### config.mk
export PLATFORM = sky130hd
export DESIGN_NAME = ppu_bbus_master
export DESIGN_NICKNAME = d
export VERILOG_FILES = /design/src/rtl/ppu_bbus_master.sv
export SDC_FILE = /design/constraint.sdc
export NUM_CORES = 1
export LEC_CHECK = 0
export ABC_AREA = 1
export BUFFER_PORTS_ARGS = -buffer_cell sky130_fd_sc_hd__buf_2
export CORE_MARGIN = 2
export CORE_UTILIZATION = 30
export CTS_CLUSTER_SIZE = 30
export DETAILED_ROUTE_END_ITERATION = 7
export PLACE_DENSITY_LB_ADDON = 0.1
export SLEW_MARGIN = 20
export SYNTH_ARGS = -nofsm -noshare
export SYNTH_HDL_FRONTEND = slang
export SYNTH_SLANG_ARGS = --single-unit
### constraint.sdc
create_clock -name clock -period 1.69 [get_ports clock]
set_input_delay 0.169 -clock clock [delete_from_list [all_inputs] [get_ports clock]]
set_output_delay 0.169 -clock clock [all_outputs]
set_load 0.1 [all_outputs]
### src/rtl/ppu_bbus_master.sv
// rtl/ppu_bbus_master.sv - CPU-side B-Bus initiator for PPU1/PPU2 register access
//
// Purpose:
//   Runs one B-Bus register read or write per accepted command. It drives PA, PD,
//   the active-low strobes and the level-shifter directions, and each phase lasts a
//   programmable number of clock cycles. Read data comes back on a one-cycle response
//   pulse.
//
// Ports:
//   clock, reset             single clock; asynchronous active-high reset
//   cmd_valid/cmd_ready      command handshake (ready only while idle)
//   cmd_write/addr/wdata     command fields, latched on the accept edge
//   rsp_valid/rsp_rdata      read response pulse and held read data
//   busy                     high while a bus cycle is in progress
//   pa, pd_out, pd_oe, pd_in B-Bus address, data out, data drive enable, data in
//   pard_n, pawr_n           read and write strobes, active low
//   lvl_pa_dir, lvl_pd_dir   level-shifter directions, 1 = FPGA->PPU

module ppu_bbus_master #(
  parameter int unsigned TURN_CYCLES   = 1,
  parameter int unsigned SETUP_CYCLES  = 2,
  parameter int unsigned STROBE_CYCLES = 4,
  parameter int unsigned HOLD_CYCLES   = 1
) (
  input  logic       clock,
  input  logic       reset,
  input  logic       cmd_valid,
  output logic       cmd_ready,
  input  logic       cmd_write,
  input  logic [7:0] cmd_addr,
  input  logic [7:0] cmd_wdata,
  output logic       rsp_valid,
  output logic [7:0] rsp_rdata,
  output logic       busy,
  output logic [7:0] pa,
  output logic [7:0] pd_out,
  output logic       pd_oe,
  input  logic [7:0] pd_in,
  output logic       pard_n,
  output logic       pawr_n,
  output logic       lvl_pa_dir,
  output logic       lvl_pd_dir
);

  typedef enum logic [2:0] {
    S_IDLE,
    S_TURN_ON,
    S_SETUP,
    S_STROBE,
    S_HOLD,
    S_TURN_OFF
  } state_t;

  // The phase counter is loaded with N-1 on entry and the phase ends when it reaches 0.
  localparam logic [7:0] TURN_LOAD   = 8'(TURN_CYCLES - 1);
  localparam logic [7:0] SETUP_LOAD  = 8'(SETUP_CYCLES - 1);
  localparam logic [7:0] STROBE_LOAD = 8'(STROBE_CYCLES - 1);
  localparam logic [7:0] HOLD_LOAD   = 8'(HOLD_CYCLES - 1);

  state_t     state;
  state_t     state_nx;
  logic [7:0] cnt;
  logic [7:0] cnt_nx;
  logic       wr_q;
  logic       wr_nx;
  logic       accept;
  logic       phase_done;
  logic       strobe_nx;
  logic       drive_nx;
  logic       dir_nx;
  logic       sample_rd;

  // lvl_pa_dir doubles as an "out of reset" flag. Without it, cmd_ready would be high
  // while reset holds the state machine in IDLE.
  assign cmd_ready  = (state == S_IDLE) && lvl_pa_dir;
  assign busy       = (state != S_IDLE);
  assign accept     = cmd_valid && cmd_ready;
  assign phase_done = (cnt == 8'd0);

  // The read data is captured on the edge that ends the last strobe cycle.
  assign sample_rd  = (state == S_STROBE) && phase_done && !wr_q;

  always_comb begin
    state_nx = state;
    cnt_nx   = phase_done ? cnt : cnt - 8'd1;
    wr_nx    = wr_q;
    case (state)
      S_IDLE: begin
        if (accept) begin
          wr_nx = cmd_write;
          if (cmd_write) begin
            state_nx = S_TURN_ON;
            cnt_nx   = TURN_LOAD;
          end else begin
            state_nx = S_SETUP;
            cnt_nx   = SETUP_LOAD;
          end
        end
      end
      S_TURN_ON: begin
        if (phase_done) begin
          state_nx = S_SETUP;
          cnt_nx   = SETUP_LOAD;
        end
      end
      S_SETUP: begin
        if (phase_done) begin
          state_nx = S_STROBE;
          cnt_nx   = STROBE_LOAD;
        end
      end
      S_STROBE: begin
        if (phase_done) begin
          state_nx = S_HOLD;
          cnt_nx   = HOLD_LOAD;
        end
      end
      S_HOLD: begin
        if (phase_done) begin
          if (wr_q) begin
            state_nx = S_TURN_OFF;
            cnt_nx   = TURN_LOAD;
          end else begin
            state_nx = S_IDLE;
            cnt_nx   = 8'd0;
          end
        end
      end
      S_TURN_OFF: begin
        if (phase_done) begin
          state_nx = S_IDLE;
          cnt_nx   = 8'd0;
        end
      end
      default: begin
        state_nx = S_IDLE;
        cnt_nx   = 8'd0;
      end
    endcase
  end

  // Pin levels are decoded from the next state and registered. Each pin therefore
  // changes on the same edge that enters its phase, and no combinational glitch can
  // reach the PPU. PD is driven only inside the turn-on/turn-off bracket, so pd_oe
  // can never be high while the PD shifter points toward the FPGA.
  assign strobe_nx = (state_nx == S_STROBE);
  assign dir_nx    = wr_nx && (state_nx != S_IDLE);
  assign drive_nx  = wr_nx && ((state_nx == S_SETUP) || (state_nx == S_STROBE) ||
                               (state_nx == S_HOLD));

  always_ff @(posedge clock or posedge reset) begin
    if (reset) begin
      state      <= S_IDLE;
      cnt        <= 8'd0;
      wr_q       <= 1'b0;
      pard_n     <= 1'b1;
      pawr_n     <= 1'b1;
      pd_oe      <= 1'b0;
      lvl_pd_dir <= 1'b0;
      lvl_pa_dir <= 1'b0;
      pa         <= 8'd0;
      pd_out     <= 8'd0;
      rsp_valid  <= 1'b0;
      rsp_rdata  <= 8'd0;
    end else begin
      state      <= state_nx;
      cnt        <= cnt_nx;
      wr_q       <= wr_nx;
      lvl_pa_dir <= 1'b1;
      pard_n     <= !(strobe_nx && !wr_nx);
      pawr_n     <= !(strobe_nx && wr_nx);
      pd_oe      <= drive_nx;
      lvl_pd_dir <= dir_nx;
      if (accept) begin
        pa     <= cmd_addr;
        pd_out <= cmd_wdata;
      end
      // pd_in is not synchronised. The PPU has had the whole strobe window to settle
      // the bus by the time this edge samples it.
      rsp_valid <= sample_rd;
      if (sample_rd) begin
        rsp_rdata <= pd_in;
      end
    end
  end

endmodule

==> results of run 1 <==
==> final cells by class <==
cell class | count | area, µm² | share of cell area
Inverter | 24 | 92.6 | 0.0375
Timing Repair Buffer | 70 | 395 | 0.160
Clock buffer | 7 | 76.3 | 0.0309
Clock inverter | 1 | 30.0 | 0.0122
Multi-Input combinational cell | 151 | 726 | 0.294
Tap cell | 75 | 93.8 | 0.0380
Sequential cell | 42 | 1050 | 0.427
==> kinds of logic after synthesis <==
group	after synthesis	synth area share
other	1	0.00201
AO/OA/AOI/OAI	10	0.0329
adder cells (fa/ha/maj)	3	0.0201
flip-flops	42	0.565
buffers and inverters	26	0.0543
XOR/XNOR	5	0.0235
AND/OR/NAND/NOR	132	0.302
==> cell usage after synthesis <==
cell,number,area share
inv_4,1,0.0034
ha_1,3,0.020
inv_2,4,0.0080
nand3_1,5,0.013
o21ai_0,3,0.0080
nor3_1,3,0.0080
clkbuf_1,1,0.0020
a31oi_1,1,0.0034
conb_1,1,0.0020
a21oi_1,3,0.0080
o21ai_2,1,0.0047
xor2_1,3,0.014
xnor2_1,2,0.0094
nand3b_1,1,0.0040
inv_1,19,0.038
dfstp_2,2,0.028
nand3_4,1,0.0094
nand3_2,1,0.0054
nand4_1,1,0.0034
nor2_4,3,0.018
nand2_1,95,0.19
nor2_1,20,0.040
o2111ai_1,1,0.0047
o21bai_1,1,0.0040
nand2_4,1,0.0060
dfrtp_1,40,0.54
buf_2,1,0.0027
or2_1,1,0.0034
==> metrics by stage <==
stage / instance area [µm²] / setup WS, ns / TNS (ns) / hold slack, ns
6_report: 2470 / 0.113 / 0 / 0.0669
5_1_grt: 2470 / -0.0244 / -0.0244 / 0.0552
4_1_cts: 2450 / 0.00373 / 0 / 0.0541
3_5_place_dp: 2340 / 0.110 / 0 / 0.241
3_3_place_gp: 2340 / 0.133 / 0 / 0.242
2_1_floorplan: 1880 / -0.474 / -10.52 / 0.279
==> what timing repair did <==
action	CTS	global route
endpoints found under the hold margin	16	0
setup endpoints to repair	0	6
hold buffers	1	0
buffers inserted	0	1
gates resized for setup	0	5
==> metal layers <==
layer / GRT usage / routed length (µm)
met3: 0.0378 / 270
met5: 0 / 0
met4: 0.0447 / 61
met2: 0.202 / 1770
met1: 0.155 / 1840
==> path summary, 6_finish.rpt <==
path,startpoint,end,slack (ns),depth (start not counted)
setup / recovery,state[2],cmd_ready,0.11,4
hold / removal,cmd_addr[5],pa[5],0.07,3
setup reg to reg,cnt[0],lvl_pd_dir,0.12,13
hold reg to reg,rsp_rdata[1],rsp_rdata[1],0.47,2
max in group asynchronous,reset,lvl_pa_dir,0.71,4
min in group asynchronous,reset,pd_oe,0.45,3
==> worst min-delay path: stages <==
cell and delay [ns]:
buf_2 0.07, nand2_1 0.04, nand2_1 0.04
==> state kept, by name, summed over array words and instances (netlist names) <==
signal,cells
lvl_pa_dir,1
rsp_rdata,8
pa,8
wr_q,1
lvl_pd_dir,1
cnt,8
pd_out,8
pawr_n,1
pd_oe,1
state,3
rsp_valid,1
pard_n,1
==> results.cfg, run 1 <==
[status]
status = complete, no violations

[flow_run]
maxCapViolations = 0

[timing]
layout_min_cycle_time_ns = 1.58
fin_worst_skew_ns = 0.00779
grt_setup_unrepaired = true
hold_viol_final = 0
relSlewSlack = 0.517
setup_viol = 0
timing.fmax_mhz = 634
slew_viol_final = 0
period_share = 0.933
worstMarginPinSlew_ns = 0.720

[cells_and_area]
stdcell_count = 370
finalNetCount = 325
fill_cells = 645
area_delta_synth_final_pct = 32.3
fin_util = 0.414
final_common_cell = nand2_1
drive_gt1_frac = 0.325
layout_common_cells = 93 x nand2_1, 58 x buf_2, 39 x dfrtp_1
diodes = 0

[cts]
cts_tree = built
cts-root-buf = clkbuf_8
cts_max_path_buffers = 2
cts_max_level = 2
worstSkewPairLatency_ns = 0.29
cts-buffers-inserted = 5
cts.sinks = 42
clkSlewWorstSetupHoldPaths_ns = 0.08

[worst_setup_path]
cp_slowest_stage_delay_ns = 0.43
crit_chain = inv_2, nand3_4, nor2_4, clkbuf_4
crit_required_ns = 1.52
setup.worst_path.class = reg -> out
critPathSlowestCell = dfrtp_1
critPathBufInv = 2
cp_max_fo = 4
arrival_ns = 1.41
endpoint_kind = primary output
crit_family = buffers and inverters
cp-start-kind = flop

[drt]
drt_iter0_drc = 32
avgViaCountPerCell = 4.21
drt_pass1_iterations = 4
vias = 1559
drc = 0
ant_nets = 0
wl_mm = 3.94
wl_per_cell_um = 10.7

[placed_design]
dp_hpwl_mm = 2.92
dp_cells = 360
portBuffers = 59
gp_congestion = 0.786

[die]
initial_core_util = 0.313
die_area_um2 = 6860
core_region_area_um2 = 5960
die_h_um = 82.9
fp.dieW_um = 82.9
io_pins = 60
num_rows = 28

[synthesis]
syn-num-nets = 250
synth_area_um2 = 1870
ys_ff_latch = 42
synthDistinctLibCells = 28
syn-instance-count = 219
yosysWarnings = 0
synth_seq_area_share = 0.565
synth_area_per_cell_um2 = 8.52

[global_routing]
grt_pass1_vias = 1520
antenna_found_initial = 0
gr-usage-all-layers = 0.124
grt_start_max_net_pins = 25
grt_pass1_wl_mm = 6.93
overflow = 0

[hold_path]
min_path_type = in -> reg
Power of run 1 is not shown: default switching activity piles up to over one toggle a cycle in this logic, so the estimate is an artifact.
==> run 2, diff against run 1 <==
--- a/config.mk
+++ b/config.mk
@@ -8,10 +8,10 @@
 export ABC_AREA = 1
 export BUFFER_PORTS_ARGS = -buffer_cell sky130_fd_sc_hd__buf_2
 export CORE_MARGIN = 2
-export CORE_UTILIZATION = 30
+export CORE_UTILIZATION = 50
 export CTS_CLUSTER_SIZE = 30
 export DETAILED_ROUTE_END_ITERATION = 7
-export PLACE_DENSITY_LB_ADDON = 0.1
+export PLACE_DENSITY = 0.79
 export SLEW_MARGIN = 20
 export SYNTH_ARGS = -nofsm -noshare
 export SYNTH_HDL_FRONTEND = slang
==> run 2 against run 1 <==
  * Critical path depth is the same
  * Worst setup slack worse by 0.0067 ns
  * Clock skew up 0.00089 ns
  * Critical endpoint unchanged
  * Fmax down 0.43%
  * Sequential share of layout area increased by 1.4 points
  * First-iteration DRC count increased by 140%
==> results.cfg, run 2 (synthesized netlist as in run 1, its figures left out) <==
[status]
status = complete, no violations

[timing]
fin_worst_skew_ns = 0.00868
setup_tns_ns = 0
hold_viol_final = 0
setup_slack_ns = 0.106
period_share = 0.937
worstMarginPinSlew_ns = 0.509
setup_viol = 0
layout_min_cycle_time_ns = 1.58
relSlewSlack = 0.661
slew_viol_final = 0
timing.fmax_mhz = 632
grt_setup_unrepaired = false

[worst_setup_path]
endpoint_kind = primary output
arrival_ns = 1.41
cp_max_fo = 5
critPathBufInv = 2
cp-start-kind = flop
ff2ff_setup_slack_ns = 0.17
r2r_cells = 13
critPathSlowestCell = dfrtp_1
setup.worst_path.class = reg -> out
path_depth = 4
crit_family = flip-flops
crit_chain = inv_2, nand3_4, nor2_4, buf_4
crit_required_ns = 1.52
cp_slowest_stage_delay_ns = 0.45

[drt]
wl_per_cell_um = 10.7
drc = 0
ant_nets = 0
wl_mm = 3.61
avgViaCountPerCell = 4.60
drt_iter0_drc = 78
drt_pass1_iterations = 5
vias = 1558

[cts]
worstSkewPairLatency_ns = 0.30
clkSlewWorstSetupHoldPaths_ns = 0.08
cts.sinks = 42
cts-buffers-inserted = 5
cts_max_path_buffers = 2
cts_tree = built
cts_max_level = 2
cts-root-buf = clkbuf_8

[cells_and_area]
drive_gt1_frac = 0.333
layout_common_cells = 91 x nand2_1, 58 x buf_2, 39 x dfrtp_1
final_common_cell = nand2_1
finalNetCount = 321
diodes = 0
area_delta_synth_final_pct = 28.0

[die]
initial_core_util = 0.513
fp.dieW_um = 65.1
core_region_area_um2 = 3630
die_area_um2 = 4240
die_h_um = 65.1
io_pins = 60
num_rows = 22

[hold_path]
hold_depth = 3
min_path_type = in -> reg

[global_routing]
grt_pass1_wl_mm = 6.20
overflow = 0
antenna_found_initial = 0
grt_pass1_vias = 1455
gr-usage-all-layers = 0.196
grt_start_max_net_pins = 43

[placed_design]
portBuffers = 59
dp_hpwl_mm = 2.66
pre_cts_slack_ns = 0.0221
gp_congestion = 0.897

[flow_run]
maxCapViolations = 0
==> run 2: cell count changes in the layout (fill, tap and decap cells not counted), sizes merged <==
cell | previous run | this run
clkbuf | 8 | 5
buf | 68 | 65
clkinv | 1 | 2
inv | 23 | 25
bufinv | 1 | 0
==> run 2: routing by layer <==
layer	share of wire	GRT usage	vias to the layer above
met2	0.48	0.318	45
li1	-	-	806
met4	0.024	0.0885	0
met3	0.059	0.0590	8
met5	0	0	-
met1	0.44	0.240	699
==> run 2: final timing paths <==
kind,startpoint,endpoint
max in group asynchronous,reset,lvl_pa_dir
min reg2reg,rsp_rdata[0],rsp_rdata[0]
max reg2reg,cnt[1],lvl_pd_dir
min,cmd_wdata[4],pd_out[4]
max,state[0],cmd_ready
min in group asynchronous,reset,pd_out[5]
==> run 2: worst reg2reg max path, cell delays in order (launching register included) <==
cell and delay [ns]:
dfrtp_1 0.40, inv_2 0.09, ha_4 0.15, nand2_2 0.07, nor2_4 0.16, nor2_2 0.06, nor2_1 0.09, nand2_1 0.07
nand2_2 0.06, nand2_1 0.06, nor2_1 0.08, nand2_1 0.05, nand2_1 0.05, inv_1 0.04
==> run 2: layout make-up <==
type | instances | area (µm²)
well taps | 48 | 60.1
clock buffers | 5 | 68.8
repair buffers | 66 | 353
fillers | 317 | 1240
clock inverters | 3 | 18.8
inverters | 24 | 92.6
flip-flops and latches | 42 | 1050
multi-input cells | 151 | 741
==> run 2: per-stage QoR <==
step | cells | hold slack, ns | utilization | area [µm²]
after floorplan | 219 | 0.279 | - | 1880
after global placement | 327 | 0.314 | 0.618 | 2250
after detailed placement | 327 | 0.326 | 0.618 | 2250
after CTS | 336 | 0.0509 | 0.646 | 2350
after global routing | 339 | 0.0604 | 0.657 | 2390
final | 339 | 0.0516 | 0.657 | 2390
==> run 2: what timing repair did <==
item                                   CTS  global route
resized for setup                        2             7
hold buffers                             1             0
pin swaps                                0             3
setup buffers                            0             3
setup endpoints to repair                2            11
endpoints found under the hold margin   40             0
Power of run 2 is left out for the same reason.
==> run 3, diff against run 2 <==
--- a/config.mk
+++ b/config.mk
@@ -7,6 +7,7 @@
 export LEC_CHECK = 0
 export ABC_AREA = 1
 export BUFFER_PORTS_ARGS = -buffer_cell sky130_fd_sc_hd__buf_2
+export CAP_MARGIN = 5
 export CORE_MARGIN = 2
 export CORE_UTILIZATION = 50
 export CTS_CLUSTER_SIZE = 30
==> constraint.sdc (replaced) <==
create_clock -name clock -period 1.69 [get_ports clock]
set_input_delay 0 -clock clock [delete_from_list [all_inputs] [get_ports clock]]
set_output_delay 0 -clock clock [all_outputs]
set_load 0.1 [all_outputs]
==> run 3 against run 2 <==
  * Critical path depth stayed put
  * Via count is 7.9% higher
  * First-iteration DRC count is 38% higher
  * Largest cell class unchanged
==> results.cfg, run 3 (synthesized netlist as in run 1, its figures left out) <==
[status]
status = complete, no violations

[worst_setup_path]
cp_max_fo = 5
ff2ff_setup_slack_ns = 0.16
crit_required_ns = 1.69
crit_family = buffers and inverters
cp_slowest_stage_delay_ns = 0.45
critPathBufInv = 2
cp-start-kind = flop
rr_startpoint = cnt[1]
endpoint_kind = primary output
cp-startpoint = state[0]
arrival_ns = 1.54
setup.worst_path.class = reg -> out
crit_chain = inv_2, nand3_4, nor2_4, buf_2
critPathSlowestCell = dfrtp_1

[timing]
fin_worst_skew_ns = 0.00663
setup_slack_ns = 0.146
setup_tns_ns = 0
hold_viol_final = 0
setup_viol = 0
grt_setup_unrepaired = false
slew_viol_final = 0
layout_min_cycle_time_ns = 1.54
period_share = 0.914
timing.fmax_mhz = 648
worstMarginPinSlew_ns = 0.518
relSlewSlack = 0.655

[placed_design]
place_area_um2 = 2250
gp_congestion = 0.897
pre_cts_slack_ns = 0.0221
portBuffers = 59
dp_hpwl_mm = 2.66

[cts]
cts.sinks = 42
cts_tree = built
cts-buffers-inserted = 5
clkSlewWorstSetupHoldPaths_ns = 0.08
cts_max_level = 2
worstSkewPairLatency_ns = 0.30
cts-root-buf = clkbuf_8
cts_max_path_buffers = 2

[die]
initial_core_util = 0.513
die_area_um2 = 4240
io_pins = 60
die_h_um = 65.1
core_region_area_um2 = 3630
num_rows = 22
fp.dieW_um = 65.1

[drt]
avgViaCountPerCell = 4.62
top_layer = met4
wl_met3_um = 234
drc = 0
wl_mm = 4.25
wl_per_cell_um = 11.7
drt_pass1_iterations = 5
met2_wirelength_mm = 2.18
vias = 1681
drt_iter0_drc = 108
ant_nets = 0
wl_met1_mm = 1.74

[global_routing]
grt_pass1_vias = 1579
grt_start_max_net_pins = 43
overflow = 0
gr-usage-all-layers = 0.224
grt_pass1_wl_mm = 6.99
antenna_found_initial = 0

[cells_and_area]
design_area_um2 = 2640
layout_common_cells = 91 x nand2_1, 59 x buf_2, 39 x dfrtp_1
diodes = 0
drive_gt1_frac = 0.307
finalNetCount = 346
area_delta_synth_final_pct = 41.3
fill_cells = 281
final_common_cell = nand2_1

[hold_path]
hold_start = cmd_valid
min_path_type = in -> reg

[flow_run]
maxCapViolations = 0
-- run 3: cell type report --
| type | instances | area, µm² | area share |
|---|---|---|---|
| Sequential cell | 42 | 1050 | 0.400 |
| Inverter | 24 | 92.6 | 0.0351 |
| Clock inverter | 3 | 18.8 | 0.00712 |
| Multi-Input combinational cell | 151 | 741 | 0.281 |
| Timing Repair Buffer | 91 | 601 | 0.228 |
| Clock buffer | 5 | 68.8 | 0.0261 |
| Tap cell | 48 | 60.1 | 0.0228 |
-- run 3: stage by stage --
stage | utilization | hold slack (ns) | std cells
6_report | 0.726 | 0.0214 | 364
3_5_place_dp | 0.618 | 0.157 | 327
2_1_floorplan | - | 0.110 | 219
3_3_place_gp | 0.618 | 0.145 | 327
4_1_cts | 0.715 | 0.0307 | 361
5_1_grt | 0.726 | 0.0327 | 364
-- run 3: worst paths after layout --
kind | cells past startpoint | endpoint
max reg2reg | 9 | rsp_rdata[5]
max | 4 | cmd_ready
min reg2reg | 2 | rsp_rdata[0]
min in group asynchronous | 4 | pd_out[5]
min | 4 | pd_out[5]
max in group asynchronous | 4 | lvl_pa_dir
-- run 3: per-layer routing --
metal | GRT usage | vias to the layer above
li1 | - | 855
met1 | 0.263 | 760
met2 | 0.384 | 56
met3 | 0.0625 | 10
met4 | 0.0938 | 0
met5 | 0 | -
-- run 3: tightest hold or removal path, cell delays in order --
cell     delay, ns
buf_2         0.10
nand2_4       0.08
nand2_1       0.07
nand2_1       0.05
-- run 3: what timing repair did --
action	4_1_cts	5_1_grt
buffers inserted	0	3
resized for setup	1	7
endpoints found under the hold margin	67	0
hold buffers	26	0
setup endpoints to repair	1	11
pin swaps	0	3
gates cloned	0	0
Power of run 3 is left out for the same reason.
